<file path="src/rtl/pdm_cic_decimator.sv">
// pdm_cic_decimator: PDM clock generation, per-mic 3-stage CIC decimation and
// valid/ready streaming of one signed PCM word per mic per frame.
module pdm_cic_decimator #(
  parameter int NUM_MICS    = 9,
  parameter int PDM_CLK_DIV = 12,
  parameter int LOG2R       = 7,
  parameter int OUT_WIDTH   = 16
) (
  input  logic                        clk,
  input  logic                        rst_n,
  input  logic [NUM_MICS-1:0]         pdm,
  output logic                        pdm_clk,
  output logic                        pcm_valid,
  input  logic                        pcm_ready,
  output logic signed [OUT_WIDTH-1:0] pcm_data,
  output logic [4:0]                  pcm_mic,
  output logic                        pcm_last,
  output logic                        overrun
);
  localparam int ACC_W = 3*LOG2R+2;
  localparam int SHIFT = 3*LOG2R-(OUT_WIDTH-1);
  localparam int DIV_W = $clog2(PDM_CLK_DIV);
  localparam int IW = NUM_MICS > 1 ? $clog2(NUM_MICS) : 1;
  localparam logic signed [ACC_W-1:0] HI = ACC_W'(2**(OUT_WIDTH-1)-1);
  localparam logic signed [ACC_W-1:0] LO = ~HI;
  localparam logic [IW-1:0] LAST = IW'(NUM_MICS-1);
  typedef enum logic [1:0] {IDLE, COMB, OUT} state_t;
  state_t                      r_state;
  logic [DIV_W-1:0]            r_div;
  logic [LOG2R-1:0]            r_cnt;
  logic signed [ACC_W-1:0]     r_i1 [NUM_MICS];
  logic signed [ACC_W-1:0]     r_i2 [NUM_MICS];
  logic signed [ACC_W-1:0]     r_i3 [NUM_MICS];
  logic signed [ACC_W-1:0]     r_snap [NUM_MICS];
  logic signed [ACC_W-1:0]     r_d1 [NUM_MICS];
  logic signed [ACC_W-1:0]     r_d2 [NUM_MICS];
  logic signed [ACC_W-1:0]     r_d3 [NUM_MICS];
  logic signed [OUT_WIDTH-1:0] r_buf [NUM_MICS];
  logic [IW-1:0]               r_k, r_rd;
  logic                        r_drop;
  logic                        w_wrap, w_strobe, w_dec, w_proc, w_hi, w_lo;
  logic signed [ACC_W-1:0]     w_c1, w_c2, w_c3, w_sh;
  logic signed [OUT_WIDTH-1:0] w_sat;
  logic [IW-1:0]               w_nxt;
  assign w_wrap   = r_div == DIV_W'(PDM_CLK_DIV-1);
  assign w_strobe = w_wrap & pdm_clk;
  assign w_dec    = w_strobe & (&r_cnt);
  assign w_proc   = (r_state == COMB) | r_drop;
  assign w_c1     = r_snap[r_k] - r_d1[r_k];
  assign w_c2     = w_c1 - r_d2[r_k];
  assign w_c3     = w_c2 - r_d3[r_k];
  assign w_sh     = w_c3 >>> SHIFT;
  assign w_hi     = w_sh > HI;
  assign w_lo     = w_sh < LO;
  assign w_sat    = w_hi ? OUT_WIDTH'(HI) : w_lo ? OUT_WIDTH'(LO) : w_sh[OUT_WIDTH-1:0];
  assign w_nxt    = r_rd + 1'b1;
  // Integrators run at the PDM rate; bit 1 adds +1, bit 0 adds -1.
  always_ff @(posedge clk or negedge rst_n)
    if (!rst_n) begin
      r_div   <= '0;
      pdm_clk <= 1'b0;
      r_cnt   <= '0;
      for (int i = 0; i < NUM_MICS; i++) begin
        r_i1[i]   <= '0;
        r_i2[i]   <= '0;
        r_i3[i]   <= '0;
        r_snap[i] <= '0;
      end
    end else begin
      r_div <= w_wrap ? '0 : r_div + 1'b1;
      if (w_wrap) pdm_clk <= ~pdm_clk;
      if (w_strobe) r_cnt <= r_cnt + 1'b1;
      for (int i = 0; i < NUM_MICS; i++) begin
        if (w_strobe) begin
          r_i1[i] <= r_i1[i] + {{(ACC_W-1){~pdm[i]}}, 1'b1};
          r_i2[i] <= r_i2[i] + r_i1[i];
          r_i3[i] <= r_i3[i] + r_i2[i];
        end
        if (w_dec) r_snap[i] <= r_i3[i] + r_i2[i];
      end
    end
  // A frame arriving during OUT still advances the comb delays (r_drop) but its results are thrown away.
  always_ff @(posedge clk or negedge rst_n)
    if (!rst_n) begin
      r_state   <= IDLE;
      r_k       <= '0;
      r_rd      <= '0;
      r_drop    <= 1'b0;
      pcm_valid <= 1'b0;
      pcm_data  <= '0;
      pcm_mic   <= '0;
      pcm_last  <= 1'b0;
      overrun   <= 1'b0;
      for (int i = 0; i < NUM_MICS; i++) begin
        r_d1[i]  <= '0;
        r_d2[i]  <= '0;
        r_d3[i]  <= '0;
        r_buf[i] <= '0;
      end
    end else begin
      overrun <= 1'b0;
      if (w_proc) begin
        r_d1[r_k] <= r_snap[r_k];
        r_d2[r_k] <= w_c1;
        r_d3[r_k] <= w_c2;
        r_k       <= r_k == LAST ? '0 : r_k + 1'b1;
        if (r_k == LAST) r_drop <= 1'b0;
      end
      case (r_state)
        IDLE: if (w_dec) r_state <= COMB;
        COMB: begin
          r_buf[r_k] <= w_sat;
          if (r_k == LAST) begin
            r_state   <= OUT;
            r_rd      <= '0;
            pcm_valid <= 1'b1;
            pcm_data  <= NUM_MICS == 1 ? w_sat : r_buf[0];
            pcm_mic   <= '0;
            pcm_last  <= NUM_MICS == 1;
          end
        end
        OUT: begin
          if (w_dec) begin
            overrun <= 1'b1;
            r_drop  <= 1'b1;
          end
          if (pcm_valid && pcm_ready) begin
            if (pcm_last) begin
              r_state   <= IDLE;
              pcm_valid <= 1'b0;
              pcm_last  <= 1'b0;
            end else begin
              r_rd     <= w_nxt;
              pcm_data <= r_buf[w_nxt];
              pcm_mic  <= 5'(w_nxt);
              pcm_last <= w_nxt == LAST;
            end
          end
        end
        default: r_state <= IDLE;
      endcase
    end
endmodule
</file>
<file path="config.mk">
export PLATFORM = sky130hd
export DESIGN_NAME = pdm_cic_decimator
export DESIGN_NICKNAME = d
export VERILOG_FILES = /design/src/rtl/pdm_cic_decimator.sv
export SDC_FILE = /design/constraint.sdc
export NUM_CORES = 2
export LEC_CHECK = 0
export ABC_CLOCK_PERIOD_IN_PS = 13500
export BUFFER_PORTS_ARGS = -buffer_cell sky130_fd_sc_hd__buf_4
export CAP_MARGIN = 20
export CORE_ASPECT_RATIO = 0.8
export CORE_UTILIZATION = 40
export CTS_BUF_LIST = sky130_fd_sc_hd__clkbuf_4 sky130_fd_sc_hd__clkbuf_8 sky130_fd_sc_hd__clkbuf_16
export DETAILED_ROUTE_END_ITERATION = 6
export PLACE_DENSITY = 0.63
export SYNTH_ARGS = -nofsm -noshare
export SYNTH_HDL_FRONTEND = slang
export SYNTH_SLANG_ARGS = --single-unit
</file>
<file path="constraint.sdc">
create_clock -name clk -period 13.5 [get_ports clk]
set_input_delay 0.675 -clock clk [delete_from_list [all_inputs] [get_ports clk]]
set_output_delay 0.675 -clock clk [all_outputs]
set_load 0.005 [all_outputs]
</file>
# --- Word level (Yosys, flattened, before mapping) ---
# Cells that the tools add are included.
# W data, S select, Z words.
classes:
  add_sub_neg: 34
  n_mul: 0
  n_div: 0
  magnitude_cmp: 5
  eq_ne: 10
  n_shift: 0
  n_mux: 58
  bitwise: 15
  reduce_logical: 9
ops:
  columns: ["op", "n"]
  rows:
  - ["$add A23 B23 Y23", 27]
  - ["$bwmux W207", 3]
  - ["$bmux W23 S4", 4]
  - ["$mux W23", 9]
  - ["$bwmux W144", 1]
  - ["$mux W16", 8]
  - ["$demux W23 S4", 1]
  - ["$sub A23 B23 Y23", 3]
  - ["$bmux W16 S4", 1]
  - ["$demux W16 S4", 1]
  - ["$pmux W16 S2", 1]
  - ["$mux W4", 5]
  - ["$gt A17 B16 Y1 const B", 1]
  - ["$lt A17 B16 Y1 const B", 1]
  - ["$mux W5", 3]
  - ["$add A4 B1 Y4 const B", 3]
  - ["$eq A4 B4 Y1 const B", 3]
  - ["$mux W1", 12]
  - ["$reduce_and A4 Y1", 3]
  - ["$ge A5 B5 Y1 const B", 2]
  - ["$not A1 Y1", 10]
  - ["$not A4 Y5", 2]
  - ["$pmux W5 S2", 1]
  - ["$mux W2", 4]
  - ["16 further kinds", 22]
totals:
  regBits: 1640
  latchBits: 0
  ram_bits: 0
  rom_bits: 0
  inputBits: 12
  n_memories: 0

# --- Longest topological paths before layout ---
logic_depth:
  word_depth: 11
  mapped_depth: 43

# --- Least setup slack after synthesis ---
# No wires, ideal clock.
synth_path:
  path_kind: "flip-flop to flip-flop"
  startpoint: "reg r_k[0]"
  endpoint: "reg r_buf[105] (netlist bit)"
  arrival_time_ns: 10.180
  slack_ns: 3.185
  stages_incl_launch_ff: 43
  cell_sequence: "dfrtp_1 > buf_2 > buf_2 > buf_4 > buf_4 > buf_2 > buf_4 > buf_1 > clkbuf_1 > buf_1 > mux4_2 > a21oi_1 > o22ai_1 > ha_1 > fa_1 > nand2b_1 > a21oi_1 > nor2_1 > [7 not listed] > a31oi_1 > o22a_2 > nand2_1 > nand3_1 > nand2_1 > xnor2_1 > inv_1 > ha_1 > inv_1 > a21oi_1 > a311oi_1 > o21bai_1 > a2111o_1 > a211o_1 > buf_6 > nand2_4 > buf_4 > a31oi_1"
synth_via:
  elab_chain_len: 11
  elab_cells_between_ends: 26
  cone_classes: "3 x add/sub; 4 x order compare; 17 x mux; 1 x bitwise; 1 x reduce/logical"
synth_rtl:
  columns: ["item", "line_no", "source"]
  rows:
  - ["start: declaration", "39", "logic [IW-1:0] r_k, r_rd;"]
  - ["start signal: assignment", "106", "r_k <= r_k == LAST ? '0 : r_k + 1'b1;"]
  - ["$not A4 Y5 (not written as such) (*)", "49", "assign w_c1 = r_snap[r_k] - r_d1[r_k];"]
  - ["$bmux W23 S4", "49", null]
  - ["$mux W23 (not written as such) (2 in a row)", "49", null]
  - ["$sub A23 B23 Y23 (*)", "49", null]
  - ["named net w_c1[6]", "42", "logic signed [ACC_W-1:0] w_c1, w_c2, w_c3, w_sh;"]
  - ["$sub A23 B23 Y23 (*)", "50", "assign w_c2 = w_c1 - r_d2[r_k];"]
  - ["named net w_c2[15]", "42", null]
  - ["$sub A23 B23 Y23 (*)", "51", "assign w_c3 = w_c2 - r_d3[r_k];"]
  - ["$lt A17 B16 Y1", "54", "assign w_lo = w_sh < LO;"]
  - ["$mux W16", "55", "assign w_sat = w_hi ? OUT_WIDTH'(HI) : w_lo ? OUT_WIDTH'(LO) : w_sh[OUT_WIDTH-1:0];"]
  - ["$mux W16 (*)", "55", null]
  - ["$bwmux W144 (*)", "112", "r_buf[r_k] <= w_sat;"]
  - ["end signal: indexed assignment", "112", null]
  - ["end: declaration", "38", "logic signed [OUT_WIDTH-1:0] r_buf [NUM_MICS];"]
# Mark *: on every way through the listed nets, which the timed path passes. The rest lies on a longest branch. The select of a mux whose other input is x is not followed.
# A chain may end at the register's enable or synchronous reset.

# --- Final worst setup path ---
layout_path:
  startpoint: "reg r_k[1]"
  endpoint: "reg r_buf[116] (netlist bit)"
# The elaborated chain is that of the path after synthesis.

==> impl_metrics.json <==
{
  "cts.sinks": 1635,
  "p_leak_nw": 47.25,
  "crit_path_end_kind": "register",
  "hold_viol_final": 0,
  "insertion_delay_ns": 0.85,
  "final.setup.tns_ns": 0,
  "total_power_w": 0.01662,
  "ff2ff_setup_slack_ns": 2.50,
  "cts.clk_slew.worst_paths_ns": 0.06,
  "crit_path_start_kind": "register",
  "drive_above_1_share_pct": 7.639,
  "grt_max_degree": 251,
  "die-area_um2": 237900,
  "crit_slowest_cell": "dfrtp_4",
  "antenna_found_initial": 14,
  "synth.distinct_cells": 101,
  "arrival_ns": 11.65,
  "core_area_um2": 234600,
  "synth-seq-cells": 1635,
  "synth_most_common_cell": "nand2_1",
  "power_density_nw_per_um2": 160.0,
  "relSlewSlack_pct": 24.86,
  "r2r-start": "r_k[1]",
  "start_util_pct": 40.24,
  "yosys.area.top_type": "dfrtp_1",
  "holdWs_ns": 0.2529,
  "hp-start": "pdm[2]",
  "overflow": 0,
  "crit_required_ns": 14.15,
  "cts_resized": 0,
  "dp.cells": 13040,
  "io_pins": 37,
  "setup_ws_ns": 2.503,
  "crit_type": "reg -> reg",
  "cap_violations": 0,
  "grt_pass1_wl_mm": 395.4,
  "ys_async_sr_fraction_pct": 100.0,
  "cts_buffer_depth": 4,
  "ys_seq_area_share_pct": 43.35,
  "fin_skew_ns": 0.07117,
  "area_delta_synth_final_pct": 10.07,
  "syn_area_per_cell_um2": 9.215,
  "ir_worst_vdd_mv": 0.09934,
  "crit_fanout": 46,
  "hold_path_class": "in -> reg",
  "ant_nets": 0,
  "min_to": "r_i1[160]",
  "fin_crit_sh_pct": 81.46,
  "fmax_mhz": 90.93,
  "drc_errors": 0,
  "routed_wl_mm": 244.9,
  "portBuffers": 35,
  "cts.root.buffer_cell": "clkbuf_16",
  "num_rows": 159,
  "die_h_um": 436.5,
  "place_ws_ns": 2.818,
  "max_stage_delay_ns": 0.85,
  "synth_area_um2": 94390,
  "gp_congestion": 0.8973,
  "ys_warn_count": 0,
  "worst_r2r_path_depth": 33,
  "holdPathStages": 4,
  "syn-num-nets": 10940,
  "vias": 73320,
  "status": "finished clean",
  "yosys-top-cells-area": "dfrtp_1, ha_1, o21ai_0, nand2_1, mux4_2",
  "ys.flop_type": "dfrtp_1",
  "tritoncts": "yes",
  "fillerInstances": 22050,
  "cts_setup_buffers": 0,
  "nets": 10780,
  "drtPass1Iterations": 6,
  "fp.dieW_um": 545.1,
  "synthCells": 10240,
  "dp_hpwl_mm": 167.5,
  "setup_viol": 0,
  "rsz0062_at_grt": "false",
  "drv_slew": 0,
  "fin_cells": 13350,
  "drt-vias-per-instance": 5.490,
  "wl_per_cell_um": 18.34,
  "first_global_vias": 71260,
  "synth-edff-count": 0,
  "cts_made_buffers": 178,
  "grt_use_total_pct": 20.33,
  "period_needed_ns": 11.00,
  "synth_commonest_cells": "nand2_1, dfrtp_1, o21ai_0",
  "drt_iter0_markers": 6133,
  "worst_pin_slew_ns": 1.119,
  "cts_htree_levels": 4,
  "yosysTopAreaCellShare_pct": 43.35,
  "timing.rr.end": "r_buf[116]"
}
-- cell families (layout without fill, tap and decap cells) --
group / count (synthesis) / in the layout / share of synthesized area (%)
mux: 421 / 421 / 6.259
fa+ha+maj: 690 / 690 / 9.361
buf+inv: 751 / 719 / 3.051
simple gates: 3245 / 3245 / 14.54
other cells: 1 / 5 / 0.003973
flops: 1635 / 1635 / 43.35
compound gates: 2884 / 2884 / 17.63
xor+xnor: 616 / 616 / 5.805
-- routing by layer --
metal	vias to the layer above	GRT usage, %	part of all wire [%]	wire length (µm)
li1	35660	-	-	-
met1	35580	30.77	49	120700
met2	1770	30.63	43	104800
met3	303	2.917	6.1	14870
met4	0	4.271	1.9	4590
met5	-	0	0	0
-- cells in the final DEF (no fill, tap or decap), drive strengths merged, types with 54 or more instances in the layout --
cell type and n:
or3 58, a211oi 70, a21o 121, a31oi 78
nand2 1932, ha 655, buf 126, nor2b 73
o21bai 68, dfrtp 1635, a21oi 507, nor3 211
nor2 545, xnor2 315, inv 287, mux2 104
mux2i 192, nand3 153, xor2 296, and3 65
mux4 125, nand2b 82, and2 54, clkbuf 253
o21ai 1701
-- where the power goes --
| group | switching, W | total [W] | internal, W |
|---|---|---|---|
| Sequential | 0.000410 | 0.00568 | 0.00527 |
| Clock | 0.00207 | 0.00512 | 0.00304 |
| Combinational | 0.00338 | 0.00583 | 0.00245 |
-- worst max-delay path: cells and delay by family, from the launching register on --
family / cells / cell delay (ns)
buf+inv: 3 / 0.83
fa+ha+maj: 3 / 1.07
simple gates: 7 / 1.15
flops: 1 / 0.85
xor+xnor: 2 / 0.79
compound gates: 18 / 6.09
-- final cells by class --
type	count	area (µm²)	area share, %
tap	3139	3928	3.780
clock buffer	252	5308	5.109
timing repair buffer	128	1154	1.110
clock inverter	57	763.2	0.7346
antenna	4	10.01	0.009634
multi-input combinational	7857	50740	48.84
sequential	1635	40930	39.40
inverter	282	1059	1.019
-- worst max-delay path by stage --
stage            from          to  slack [ns]
6_report       r_k[1]  r_buf[116]        2.50
3_5_place_dp   r_k[1]   r_buf[84]        2.82
2_1_floorplan  r_k[0]  r_buf[105]        3.19
3_3_place_gp   r_k[1]  r_buf[116]        3.03
4_1_cts        r_k[1]  r_buf[116]        2.74
5_1_grt        r_k[1]  r_buf[116]        1.76
-- through the flow --
stage	utilization (%)	cell area [µm²]
global route	44.29	103900
CTS	44.25	103800
finish	44.30	103900
detailed placement	41.66	97710
floorplan	-	94390
global placement	41.65	97690
-- registers in the layout, summed over array words and instances, names as in the netlist, 2 cells and up --
register / flops
pcm_data: 16
pcm_mic: 4
r_buf: 144
r_cnt: 7
r_d1: 207
r_d2: 207
r_d3: 207
r_div: 4
r_i1: 207
r_i2: 207
r_i3: 207
r_k: 4
r_snap: 207
r_state: 2
-- timing repair --
item                                   CTS  global route
endpoints found under the hold margin  135             0
hold buffers                             1             0
setup endpoints to repair                0             0
(Power assumes the default switching activity.)
